===== config.mk =====
export PLATFORM = sky130hd
export DESIGN_NAME = seq_det_counter
export DESIGN_NICKNAME = d
export VERILOG_FILES = /design/src/rtl/seq_det_pkg.sv /design/src/rtl/seq_det_result_reg.sv /design/src/rtl/seq_det_counter.sv
export SDC_FILE = /design/constraint.sdc
export NUM_CORES = 1
export LEC_CHECK = 0
export ABC_AREA = 1
export CORE_UTILIZATION = 47
export DETAILED_ROUTE_END_ITERATION = 6
export PLACE_DENSITY = 0.75
export SETUP_SLACK_MARGIN = 0.2
export SKIP_CTS_REPAIR_TIMING = 1
export SLEW_MARGIN = 20
export SYNTH_ARGS = -nofsm -noshare
export SYNTH_HDL_FRONTEND = slang
export SYNTH_SLANG_ARGS = --single-unit

===== constraint.sdc =====
create_clock -name clk -period 1.2 [get_ports clk]
set_input_delay 0.12 -clock clk [delete_from_list [all_inputs] [get_ports clk]]
set_output_delay 0.12 -clock clk [all_outputs]
set_load 0.005 [all_outputs]

===== src/rtl/seq_det_pkg.sv =====
`default_nettype none
// ---------------------------------------------------------------------------
// seq_det_pkg: shared types and defaults for the 1101 detector count path. Rev 1.0
// ---------------------------------------------------------------------------
package seq_det_pkg;

  localparam int SEQ_WIN_LEN = 16;
  localparam int SEQ_CNT_W   = 8;

  typedef enum logic [0:0] {
    IDLE  = 1'b0,
    COUNT = 1'b1
  } state_e;

endpackage : seq_det_pkg
`default_nettype wire


===== src/rtl/seq_det_result_reg.sv =====
`default_nettype none
// ---------------------------------------------------------------------------
// seq_det_result_reg: valid/ready result holding register with drop reporting. Rev 1.0
// ---------------------------------------------------------------------------
module seq_det_result_reg
  import seq_det_pkg::*;
#(
  parameter int CNT_W = SEQ_CNT_W
) (
  input  logic             clk,
  input  logic             reset,
  input  logic             load,
  input  logic [CNT_W-1:0] load_data,
  input  logic             load_sat,
  input  logic             ready,
  output logic [CNT_W-1:0] data,
  output logic             sat,
  output logic             valid,
  output logic             drop
);

  logic [CNT_W-1:0] data_q, data_d;
  logic             sat_q, sat_d;
  logic             valid_q, valid_d;
  logic             drop_q, drop_d;
  logic             accept;

  always_ff @(posedge clk) begin
    if (!reset) begin
      data_q  <= '0;
      sat_q   <= 1'b0;
      valid_q <= 1'b0;
      drop_q  <= 1'b0;
    end else begin
      data_q  <= data_d;
      sat_q   <= sat_d;
      valid_q <= valid_d;
      drop_q  <= drop_d;
    end
  end

  // A load may reuse the slot that is being drained in the same cycle.
  always_comb begin
    accept  = valid_q & ready;
    data_d  = data_q;
    sat_d   = sat_q;
    valid_d = valid_q;
    drop_d  = 1'b0;
    if (accept) begin
      valid_d = 1'b0;
    end
    if (load) begin
      if (!valid_q || accept) begin
        data_d  = load_data;
        sat_d   = load_sat;
        valid_d = 1'b1;
      end else begin
        drop_d = 1'b1;
      end
    end
  end

  assign data  = data_q;
  assign sat   = sat_q;
  assign valid = valid_q;
  assign drop  = drop_q;

endmodule : seq_det_result_reg
`default_nettype wire


===== src/rtl/seq_det_counter.sv =====
`default_nettype none
// ---------------------------------------------------------------------------
// seq_det_counter: counts detector strobes over fixed windows, hands off counts. Rev 1.0
// ---------------------------------------------------------------------------
module seq_det_counter
  import seq_det_pkg::*;
#(
  parameter int WIN_LEN = SEQ_WIN_LEN,
  parameter int CNT_W   = SEQ_CNT_W
) (
  input  logic             clk,
  input  logic             reset,
  input  logic             enable,
  input  logic             det,
  output logic [CNT_W-1:0] cnt_data,
  output logic             cnt_sat,
  output logic             cnt_valid,
  input  logic             cnt_ready,
  output logic             drop
);

  localparam int               WC_W     = (WIN_LEN > 1) ? $clog2(WIN_LEN) : 1;
  localparam logic [WC_W-1:0]  WIN_LAST = WC_W'(WIN_LEN - 1);
  localparam logic [CNT_W-1:0] CNT_MAX  = '1;

  state_e           state_q, state_d;
  logic [WC_W-1:0]  win_cnt_q, win_cnt_d;
  logic [CNT_W-1:0] acc_q, acc_d;
  logic             sat_acc_q, sat_acc_d;

  logic [CNT_W:0]   sum;
  logic [CNT_W-1:0] final_cnt;
  logic             final_sat;
  logic             win_close;

  always_ff @(posedge clk) begin
    if (!reset) begin
      state_q   <= IDLE;
      win_cnt_q <= '0;
      acc_q     <= '0;
      sat_acc_q <= 1'b0;
    end else begin
      state_q   <= state_d;
      win_cnt_q <= win_cnt_d;
      acc_q     <= acc_d;
      sat_acc_q <= sat_acc_d;
    end
  end

  always_comb begin
    state_d = state_q;
    case (state_q)
      IDLE:    if (enable)  state_d = COUNT;
      COUNT:   if (!enable) state_d = IDLE;
      default: state_d = IDLE;
    endcase
  end

  // The extra sum bit flags an attempted overflow; sticky for the window.
  always_comb begin
    sum       = {1'b0, acc_q} + (CNT_W + 1)'(det);
    final_cnt = sum[CNT_W] ? CNT_MAX : sum[CNT_W-1:0];
    final_sat = sat_acc_q | sum[CNT_W];
    win_close = (state_q == COUNT) && (win_cnt_q == WIN_LAST);
    acc_d     = '0;
    sat_acc_d = 1'b0;
    win_cnt_d = '0;
    if ((state_q == COUNT) && enable && !win_close) begin
      acc_d     = final_cnt;
      sat_acc_d = final_sat;
      win_cnt_d = win_cnt_q + WC_W'(1);
    end
  end

  seq_det_result_reg #(
    .CNT_W(CNT_W)
  ) u_result_reg (
    .clk      (clk),
    .reset    (reset),
    .load     (win_close),
    .load_data(final_cnt),
    .load_sat (final_sat),
    .ready    (cnt_ready),
    .data     (cnt_data),
    .sat      (cnt_sat),
    .valid    (cnt_valid),
    .drop     (drop)
  );

endmodule : seq_det_counter
`default_nettype wire


==> results.txt, run 1 <==
outcome: complete, but fails checks
failing checks: negative setup slack
required time of the critical path: 1450 ps
vias in the first global route: 814
initial core utilization: 0.496
clk_lat worst skew: 310 ps
hold_sp: enable
CTS clock-pin slew for the worst setup and hold paths: 130 ps
Vias/cell: 4.99
FMAX: 0.749 GHz
worst hold endpoint: state_q$_SDFF_PN0_
Antenna diodes: 0
Avg WL per Cell: 12.4 um
largest net degree at the start of global routing: 16
Final WS setup: -136 ps
total CTS buffers: 3
Gate Count Post-Synth: 137
syn nets: 145
TritonCTS clock tree: built
compound-gate portion of the synthesized area: 0.0956
Post-DRT Antenna Nets: 0
CP Capture Type: register
Max-Cap Viols: 0
DR vias: 997
Area growth, synth to finish: 46.7%
final net count: 181
Hold Path Depth: 3
Primary FF master, synth: dfxtp_1
drt first pass iters: 4
global route total overflow: 0
Netlist cell types: 21
Worst Reg2Reg Path Length in Cells: 7
simple-gate share of the synthesized area: 0.310
worst reg2reg startpoint: acc_q[0]$_SDFF_PN0_
Final min period: 1340 ps
synthesized flop and latch total: 25
Filler cells: 159
worst vdd ir: 676 uV
RSZ-0062 raised after global routing: yes
Slew Viols, Final: 0
Die H: 50.1 um
I/O Pins: 16
worst min-delay path class: input port to register
Synth Cell Area: 1090 um^2
fin cells: 200
GRT Util Overall: 0.182
final worst path period share: 1.11
H-tree depth: 1
Synth Warn #: 0
Startpoint Class: register
CORE AREA: 2190 um^2
root buffer cell: clkbuf_4
main combinational cell family by area after synthesis: simple AND/OR/NAND/NOR gates
worst slew pin tran: 246 ps
layout cells sized above 1: 0.378
FF-to-FF End: sat_acc_q$_SDFF_PN0_
Die W: 50.1 um
DP Cell Count: 187
Fin. Hold Viols: 0
Synth Area per Inst: 7.93 um^2
DRT Wirelength: 2480 um
Residual DRC: 0
r2r setup slk: -140 ps
Iter 0 DRT Violations: 11
Final HPWL DP: 1490 um
CP arrival: 1590 ps
Clock Sinks: 25
Power Density: 791 nW/um^2
# port buffers: 15
area share of the leading cell type in the synthesized netlist: 0.461
xor/xnor share of the synthesized area: 0.0161
CTS max path bufs: 2
initial antenna violation count: 0
final RePlAce weighted congestion: 0.823
crit path kind: register to register
mux share of post-synthesis cell area: 0
setup violators final: 19
maximum net fanout on the critical path: 7
sequential area share after synthesis: 0.461
clk_skew: 5.24 ps
row cnt: 17
Synth Area in Adders: 0.0346
Leak Pwr: 0.832 nW
first-pass GRT wire length: 3420 um
normalized max-slew margin: 0.836
ys async rst share: 0
synth top area cells: dfxtp_1 46%, nand2_1 9.3%, nor2_1 5.9%, inv_1 5.5%, a21oi_1 4.6%
final core utilization: 0.727
die footprint: 2510 um^2
Synth area leader: dfxtp_1
Post-synth EDFFs: 0
## Yosys cell counts (3+ instances only)
cell	n
a21oi_1	10
dfxtp_1	25
o21ai_0	7
nor2_4	3
inv_1	16
ha_1	3
a31oi_1	3
nor2_1	17
nand3_2	4
nand3_1	6
nand2_2	4
nand2_1	27
## area by class of cell
type | instances | area [um^2] | share of cell area
multi-input cells | 94 | 641 | 0.402
flip-flops and latches | 25 | 514 | 0.323
repair buffers | 30 | 298 | 0.187
inverters | 18 | 72.6 | 0.0456
well taps | 28 | 35.0 | 0.0220
clock buffers | 4 | 26.3 | 0.0165
repair inverters | 1 | 6.26 | 0.00393
## worst max path at each step
stage,to,startpoint
finish,sat_acc_q$_SDFF_PN0_,acc_q[0]$_SDFF_PN0_
global route,u_result_reg.data[4]$_SDFFE_PN0P_,acc_q[0]$_SDFF_PN0_
CTS,u_result_reg.data[5]$_SDFFE_PN0P_,acc_q[0]$_SDFF_PN0_
detailed placement,u_result_reg.data[2]$_SDFFE_PN0P_,det
global placement,u_result_reg.data[5]$_SDFFE_PN0P_,det
floorplan,u_result_reg.data[3]$_SDFFE_PN0P_,acc_q[0]$_SDFF_PN0_
## flip-flops by register name, summed over array words and instances, names as in the netlist
signal / cells
acc_q: 8
u_result_reg.data: 8
win_cnt_q: 4
sat_acc_q: 1
state_q: 1
u_result_reg.drop: 1
u_result_reg.sat: 1
u_result_reg.valid: 1
## critical path, stage by stage, from the launching register on
cell and delay, ps:
dfxtp_2 360, ha_4 150, ha_4 140, nand2_4 60
nor2_4 180, nand2_4 120, buf_4 150, a21oi_1 120
## cells by family (layout without fill, tap and decap cells)
logic type / Yosys count / in the layout
AO/OA/AOI/OAI: 20 / 20
buffers and inverters: 20 / 53
flip-flops: 25 / 25
AND/OR/NAND/NOR: 67 / 69
XOR/XNOR: 2 / 2
adder cells (fa/ha/maj): 3 / 3
## report_power, final
part	switching, mW	internal [mW]	total (mW)
Combinational	0.0249	0.0265	0.0514
Sequential	0.00504	0.834	0.839
Clock	0.241	0.130	0.370
Total	0.270	0.990	1.26
## through the flow
stage | TNS, ps | hold slack, ps | area (um^2) | worst slack [ps] | power (mW)
floorplan | -194 | 242 | 1140 | -66.2 | 0.875
global placement | -6560 | 440 | 1370 | -440 | 0.899
detailed placement | -7560 | 454 | 1370 | -493 | 0.900
CTS | -3200 | 341 | 1400 | -201 | 1.26
global route | -3360 | 318 | 1590 | -229 | 1.31
finish | -1730 | 335 | 1590 | -136 | 1.26
## cell usage in the layout, fill, tap and decap left out, types with 4 or more instances in the layout
master	n
o21ai_0	5
nand3_1	5
nand3_2	4
inv_1	16
dfxtp_2	11
clkdlybuf4s50_1	7
nor2_4	7
dlymetal6s2s_1	8
nand2_2	5
nand2_4	5
a21oi_1	6
nor2_1	13
nand2_1	23
dfxtp_1	14
a21oi_2	4
buf_6	4
buf_4	11
## routing by layer
layer  GRT usage  share of wire  wire, um
met1       0.236           0.46      1140
met2       0.278           0.51      1270
met3      0.0432          0.029        73
met4      0.0905              0         0
met5           0              0         0
No activity file was read; power rests on OpenSTA's default activity.
==> run 2, diff against run 1 <==
--- a/config.mk
+++ b/config.mk
@@ -8,7 +8,7 @@
 export ABC_AREA = 1
 export CORE_UTILIZATION = 47
 export DETAILED_ROUTE_END_ITERATION = 6
-export PLACE_DENSITY = 0.75
+export PLACE_DENSITY_LB_ADDON = 0.05
 export SETUP_SLACK_MARGIN = 0.2
 export SKIP_CTS_REPAIR_TIMING = 1
 export SLEW_MARGIN = 20
==> run 2 against run 1 <==
Effect of this change:
- the run still ends with negative setup slack left
- final cell count shrank 3.5%
- core utilization decreased by 1.9 points
- critical path depth stayed put
- flip-flop and latch count is the same
- final area is 2.7% lower
- clock power about the same
- critical endpoint is now acc_q[2]$_SDFF_PN0_
- largest cell class unchanged
- largest power group unchanged
==> results.txt, run 2 (same netlist as run 1, synthesis figures left out) <==
CP arrival: 1570 ps
root buffer cell: clkbuf_4
Critical Path Slowest Stage Cell: dfxtp_2
Die H: 50.1 um
DRT Wirelength: 2160 um
slowest stage delay, CP: 360 ps
final worst path period share: 1.09
most frequent cells in the layout: 24 x nand2_1, 15 x inv_1, 13 x nor2_1, 13 x dfxtp_2, 12 x dfxtp_1
CTS clock-pin slew for the worst setup and hold paths: 130 ps
Filler cells: 186
row cnt: 17
Comb power frac: 0.040
first-pass GRT wire length: 3390 um
worst slew pin tran: 245 ps
I/O Pins: 16
Clk pwr share: 0.295
crit path kind: register to register
required time of the critical path: 1460 ps
Net Sw Frac: 0.221
maximum net fanout on the critical path: 6
worst setup path endpoint: acc_q[2]$_SDFF_PN0_
Leak Pwr: 0.828 nW
setup tns final: -1330 ps
normalized max-slew margin: 0.835
Pint: 0.983 mW
global route total overflow: 0
Startpoint Class: register
Area growth, synth to finish: 42.7%
Antenna diodes: 0
FMAX: 0.765 GHz
most common cell after layout, fill and taps aside: nand2_1
outcome: complete, but fails checks
CP Capture Type: register
clk_skew: 2.41 ps
initial antenna violation count: 0
CORE AREA: 2190 um^2
TritonCTS clock tree: built
Residual DRC: 0
initial core utilization: 0.496
RSZ-0062 raised after global routing: yes
Final HPWL DP: 1480 um
failing checks: negative setup slack
clk_lat worst skew: 310 ps
Power Density: 814 nW/um^2
Sw Pwr: 0.279 mW
Max-Cap Viols: 0
Clock Sinks: 25
final RePlAce weighted congestion: 0.756
FF-to-FF End: acc_q[2]$_SDFF_PN0_
layout cells sized above 1: 0.382
Avg WL per Cell: 11.2 um
CTS max path bufs: 2
Seq pwr share: 0.664
total CTS buffers: 3
Vias/cell: 4.82
vias in the first global route: 821
drt first pass iters: 4
setup violators final: 19
GRT Util Overall: 0.179
worst reg2reg startpoint: acc_q[0]$_SDFF_PN0_
worst min-delay path class: input port to register
largest net degree at the start of global routing: 16
Post-DRT Antenna Nets: 0
Worst Reg2Reg Path Length in Cells: 7
crit path cell chain: ha_4 -> ha_4 -> nand2_4 -> nor2_4 -> nand2_4 -> buf_12 -> a21oi_1
Die W: 50.1 um
Final min period: 1310 ps
Hold Slack: 335 ps
Fin. Hold Viols: 0
# port buffers: 15
DR vias: 931
Slew Viols, Final: 0
Iter 0 DRT Violations: 8
final net count: 174
r2r setup slk: -110 ps
Final WS setup: -108 ps
Critical path origin: acc_q[0]$_SDFF_PN0_
worst vdd ir: 715 uV
die footprint: 2510 um^2
H-tree depth: 1
[run 2: stage by stage]
step	setup WS [ps]	total power [mW]	std cells	area, um^2	utilization
4_1_cts	-206	1.27	190	1390	0.634
5_1_grt	-165	1.32	193	1550	0.708
3_5_place_dp	-508	0.900	186	1360	0.622
6_report	-108	1.26	193	1550	0.708
3_3_place_gp	-449	0.899	186	1360	0.622
2_1_floorplan	-66.2	0.875	137	1140	-
[run 2: layout make-up]
type / count / area (um^2) / share of cell area
multi-input cells: 93 / 633 / 0.408
flip-flops and latches: 25 / 517 / 0.333
repair buffers: 24 / 259 / 0.167
inverters: 18 / 72.6 / 0.0468
well taps: 28 / 35.0 / 0.0226
clock buffers: 3 / 22.5 / 0.0145
repair inverters: 1 / 6.26 / 0.00404
clock inverters: 1 / 5.00 / 0.00323
[run 2: power groups by stage]
stage	Sequential [mW]	Combinational, mW	Clock [mW]
finish	0.839	0.0508	0.373
global placement	0.857	0.0425	0
detailed placement	0.857	0.0434	0
floorplan	0.857	0.0179	0
CTS	0.839	0.0437	0.383
global route	0.839	0.0559	0.421
[run 2: worst min path at each step]
stage               cells past startpoint                           endpoint                               from  slack, ps
floorplan                               2                 state_q$_SDFF_PN0_                             enable        240
global placement                        2               sat_acc_q$_SDFF_PN0_               sat_acc_q$_SDFF_PN0_        440
detailed placement                      2  u_result_reg.data[0]$_SDFFE_PN0P_  u_result_reg.data[0]$_SDFFE_PN0P_        460
CTS                                     3                 state_q$_SDFF_PN0_                             enable        340
global route                            3                 state_q$_SDFF_PN0_                             enable        340
finish                                  3                 state_q$_SDFF_PN0_                             enable        330
[run 2: worst max-delay path: cells and delay by family, from the launching register on]
family / cells / cell delay, ps
buffers and inverters: 1 / 150
DFF: 1 / 360
adders and majority gates: 2 / 290
and+or+nand+nor: 3 / 320
AOI/OAI and AO/OA: 1 / 130
[run 2: metal layers]
metal  vias to the layer above  global-route usage  wire length, um
met1                       412               0.231             1030
met2                        24               0.278             1000
li1                        491                   -                -
met5                         -                   0                0
met3                         4              0.0401               95
met4                         0              0.0857               31
==> run 3, diff against run 2 <==
==> constraint.sdc (replaced) <==
create_clock -name clk -period 1.2 [get_ports clk]
set_input_delay 0.24 -clock clk [delete_from_list [all_inputs] [get_ports clk]]
set_output_delay 0.24 -clock clk [all_outputs]
set_load 0.005 [all_outputs]
==> run 3 against run 2 <==
Effect of this change:
- the flow still finishes with violations (negative setup slack)
- final cell count increased by 1.0%
- worst hold slack lost 130 ps
- clock skew is 0.66 ps lower
- via count rose by 3.9%
- sequential share of layout area increased by 1.4 points
- critical path type unchanged
- power is 1.0% lower
- final area decreased by 4.0%
- largest cell class unchanged
- clock power is 3% lower
- die area is the same
- combinational power shrank 2%
==> results.txt, run 3 (same netlist as run 1, synthesis figures left out) <==
H-tree depth: 1
Post-DP Area: 1360 um^2
I/O Pins: 16
Post-DRT Antenna Nets: 0
Clock Sinks: 25
RSZ-0062 raised after global routing: yes
GRT Util Overall: 0.179
root buffer cell: clkbuf_4
worst slew pin tran: 250 ps
vias in the first global route: 821
CTS clock-pin slew for the worst setup and hold paths: 130 ps
Avg WL per Cell: 11.2 um
Worst Reg2Reg Path Length in Cells: 8
Iter 0 DRT Violations: 15
Final Instance Area: 1490 um^2
final worst path period share: 1.11
initial antenna violation count: 0
Critical Path Slowest Stage Cell: dfxtp_2
crit path kind: register to register
TritonCTS clock tree: built
Startpoint Class: register
Vias/cell: 4.96
normalized max-slew margin: 0.833
Die W: 50.1 um
final net count: 176
drt first pass iters: 4
Final HPWL DP: 1480 um
outcome: complete, but fails checks
setup violators final: 18
Leak Pwr: 0.706 nW
Final min period: 1330 ps
initial core utilization: 0.496
worst vdd ir: 659 uV
crit path cell chain: ha_4 -> ha_4 -> nand2_4 -> nor2_4 -> nand2_4 -> nand2_2 -> nand2_1 -> a21oi_1
Fin. Hold Viols: 0
clk_lat worst skew: 310 ps
required time of the critical path: 1450 ps
row cnt: 17
DRT Wirelength: 2190 um
Slew Viols, Final: 0
CTS max path bufs: 2
largest net degree at the start of global routing: 16
# port buffers: 15
Hold Path Depth: 3
layout cells sized above 1: 0.449
Area growth, synth to finish: 37.1%
failing checks: negative setup slack
first-pass GRT wire length: 3390 um
clk_skew: 1.74 ps
CP arrival: 1580 ps
die footprint: 2510 um^2
DR vias: 967
Antenna diodes: 0
Final WS setup: -135 ps
Max-Cap Viols: 0
global route total overflow: 0
final core utilization: 0.680
CORE AREA: 2190 um^2
Total Power: 1.25 mW
FMAX: 0.749 GHz
most common cell after layout, fill and taps aside: nand2_1
slowest stage delay, CP: 360 ps
CP Capture Type: register
most frequent cells in the layout: 23 x nand2_1, 15 x inv_1, 13 x dfxtp_2
Residual DRC: 0
Power Density: 839 nW/um^2
Die H: 50.1 um
Hold Slack: 203 ps
maximum net fanout on the critical path: 8
worst min-delay path class: input port to register
final RePlAce weighted congestion: 0.756
total CTS buffers: 3
-- run 3: cell types whose count changed in the layout (fill, tap and decap cells not counted), sizes merged --
cell           delta
buf               +1
dlymetal6s2s      -7
nor2              +1
clkdlybuf4s50     -3
clkbuf           +10
-- run 3: worst paths after layout --
path	endpoint	startpoint	slack, ps
setup / recovery	u_result_reg.data[0]$_SDFFE_PN0P_	acc_q[0]$_SDFF_PN0_	-130
hold / removal	state_q$_SDFF_PN0_	reset	200
setup reg to reg	u_result_reg.data[0]$_SDFFE_PN0P_	acc_q[0]$_SDFF_PN0_	-130
hold reg to reg	u_result_reg.data[0]$_SDFFE_PN0P_	u_result_reg.data[0]$_SDFFE_PN0P_	470
-- run 3: area by class of cell --
cell class,instances,area (um^2)
clock buffers,3,22.5
fillers,197,702
repair inverters,1,6.26
clock inverters,1,5.00
repair buffers,25,190
multi-input cells,94,641
inverters,18,72.6
well taps,28,35.0
flip-flops and latches,25,517
-- run 3: layer usage --
| metal | routed length (um) | global-route usage | up-vias | share of wire |
|---|---|---|---|---|
| li1 | - | - | 496 | - |
| met1 | 1000 | 0.231 | 445 | 0.46 |
| met2 | 1070 | 0.278 | 22 | 0.49 |
| met3 | 86 | 0.0401 | 4 | 0.039 |
| met4 | 29 | 0.0857 | 0 | 0.013 |
| met5 | 0 | 0 | - | 0 |
-- run 3: worst max-delay path: cells and delay by family, from the launching register on --
kind                       cells  cell delay, ps
adders and majority gates      2             290
AOI/OAI and AO/OA              1             130
DFF                            1             360
and+or+nand+nor                5             500
-- run 3: stage by stage --
step	setup WS, ps	instances	setup TNS, ps
6_report	-135	195	-1340
5_1_grt	-202	195	-2610
4_1_cts	-291	190	-6360
3_5_place_dp	-628	186	-10600
3_3_place_gp	-569	186	-9540
2_1_floorplan	-66.2	137	-194
-- run 3: power by group --
group | switching (mW) | leakage (nW) | internal (mW) | total (mW)
sequential | 0.00487 | 0.208 | 0.833 | 0.838
combinational | 0.0254 | 0.480 | 0.0242 | 0.0496
clock | 0.237 | 0.0177 | 0.125 | 0.361
total | 0.267 | 0.706 | 0.982 | 1.25
==> patch: new RTL, settings of run 3 <==
`SEQ_WIN_LEN`: 16 -> 8.
--- a/src/rtl/seq_det_pkg.sv
+++ b/src/rtl/seq_det_pkg.sv
@@ -4,7 +4,7 @@
 // ---------------------------------------------------------------------------
 package seq_det_pkg;
 
-  localparam int SEQ_WIN_LEN = 16;
+  localparam int SEQ_WIN_LEN = 8;
   localparam int SEQ_CNT_W   = 8;
 
   typedef enum logic [0:0] {
Behaviour: not the same (a bounded check fails within 10 cycles, from zero or initial values and one cycle with reset low).
==> patch against run 3 <==
Worst setup slack worse by 48 ps; first-iteration DRC count increased by 100%; sequential cell count down 1; sequential share of layout area down 0.87 points; largest power group unchanged; routed wire length up 8.4%; the run still ends with setup timing left; critical endpoint unchanged; area after synthesis shrank 5.8%; power increased by 1.2%; final area is 0.42% lower.
==> patch: results (changes against run 3) <==
MAPPEDNETLISTAREA_SQ_UM=1020  # was 1090 sq um
DR.FIRST_ITER.DRC_COUNT=30  # was 15
FAILED_CHECKS='setup timing'  # unchanged
WORST_EP_ARRIVAL_TIME_PS=1640  # was 1580 ps
REG2REG_DEPTH=9  # was 8
TIMING.FINAL.WS_SETUP_PS=-182  # was -135 ps
SYNTH_TOP_CELLS_BY_AREA='dfxtp_1, nor2_1, inv_1, nand2_1, ha_1'  # was dfxtp_1, nand2_1, nor2_1, inv_1, a21oi_1
HOLD_SLACK_PS=361  # was 203 ps
MAX_SLEW_MARGIN_VS_LIMIT=0.821  # was 0.833
RUN_STATUS='finished, violations left'  # unchanged
NUMBER_OF_FLIP_FLOPS_AND_LATCHES=24  # was 25
SEQ_SHARE=0.338  # was 0.347
STATIC_LEAKAGE_POWER_nW=0.687  # was 0.706 nW
LAYOUT.BUFFER.NONCLOCK.AREA_SHARE=0.159  # was 0.128
MAPPEDNETLISTNETS=142  # was 145
REG2REG_SLACK_PS=-180  # was -130 ps
YS_TOP_CELLS_BY_COUNT='nor2_1, dfxtp_1, inv_1'  # was nand2_1, dfxtp_1, nor2_1
WORST_VDD_IR_uV=783  # was 659 uV
FINAL_LAYOUT_SIZE_SUFFIX_GT1_FRAC=0.434  # was 0.449
PLACED_CELL_AREA_SQ_UM=1320  # was 1360 sq um
CLKCELLAREAFRAC=0.0245  # was 0.0185
YOSYSSEQAREASHARE=0.469  # was 0.461
CLOCKBUFFERCOUNT=4  # was 3
INV_COUNT=22  # was 19
LAYOUT.NON_CLOCK_BUFFERS=31  # was 25
NUM-MULTI-INPUT-GATES=85  # was 94
GLOBALPLACE.CONGESTION=0.751  # was 0.756
YOSYSUNIQUECELLTYPES=20  # was 21
FINAL_SETUP_VIOLATION_COUNT=18  # unchanged
TIMING.HOLD.WORST_ENDPOINT='acc_q[0]'  # was state_q
VIASPERCELL=4.95  # was 4.96
GR-USAGE-ALL-LAYERS=0.198  # was 0.179
AREA_GROWTH_PCT=44.9  # was 37.1%
CELLS_AFTER_SYNTHESIS=133  # was 137
HP-START='det'  # was reset
FINAL_STANDARD_CELL_COUNT_WITH_TAPS_INCLUDED_AND_FILLERS_EXCLUDED=193  # was 195
DETAIL_ROUTE.WIRELENGTH_UM=2370  # was 2190 um
## patch: cell count changes after synthesis, sizes merged, moves of 2 or more
cell / run 3 / this run
inv: 18 / 22
nand2: 32 / 21
nor2: 22 / 26
nand3: 10 / 12
a21oi: 10 / 5
## patch: kinds of logic after synthesis
logic type | Yosys count | synth area share
AO/OA/AOI/OAI | 17 | 0.0990
AND/OR/NAND/NOR | 63 | 0.275
flip-flops | 24 | 0.469
buffers and inverters | 25 | 0.108
adder cells (fa/ha/maj) | 4 | 0.0489
## patch: report_power, final
part	switching, mW	internal (mW)
logic	0.0240	0.0259
registers	0.00342	0.797
clock network	0.228	0.185
total	0.256	1.01
## patch: routing by layer
| metal | global-route usage | routed length [um] | up-vias |
|---|---|---|---|
| li1 | - | - | 487 |
| met1 | 0.250 | 1070 | 447 |
| met2 | 0.338 | 1200 | 19 |
| met3 | 0.0377 | 90 | 2 |
| met4 | 0.0637 | 14 | 0 |
| met5 | 0 | 0 | - |
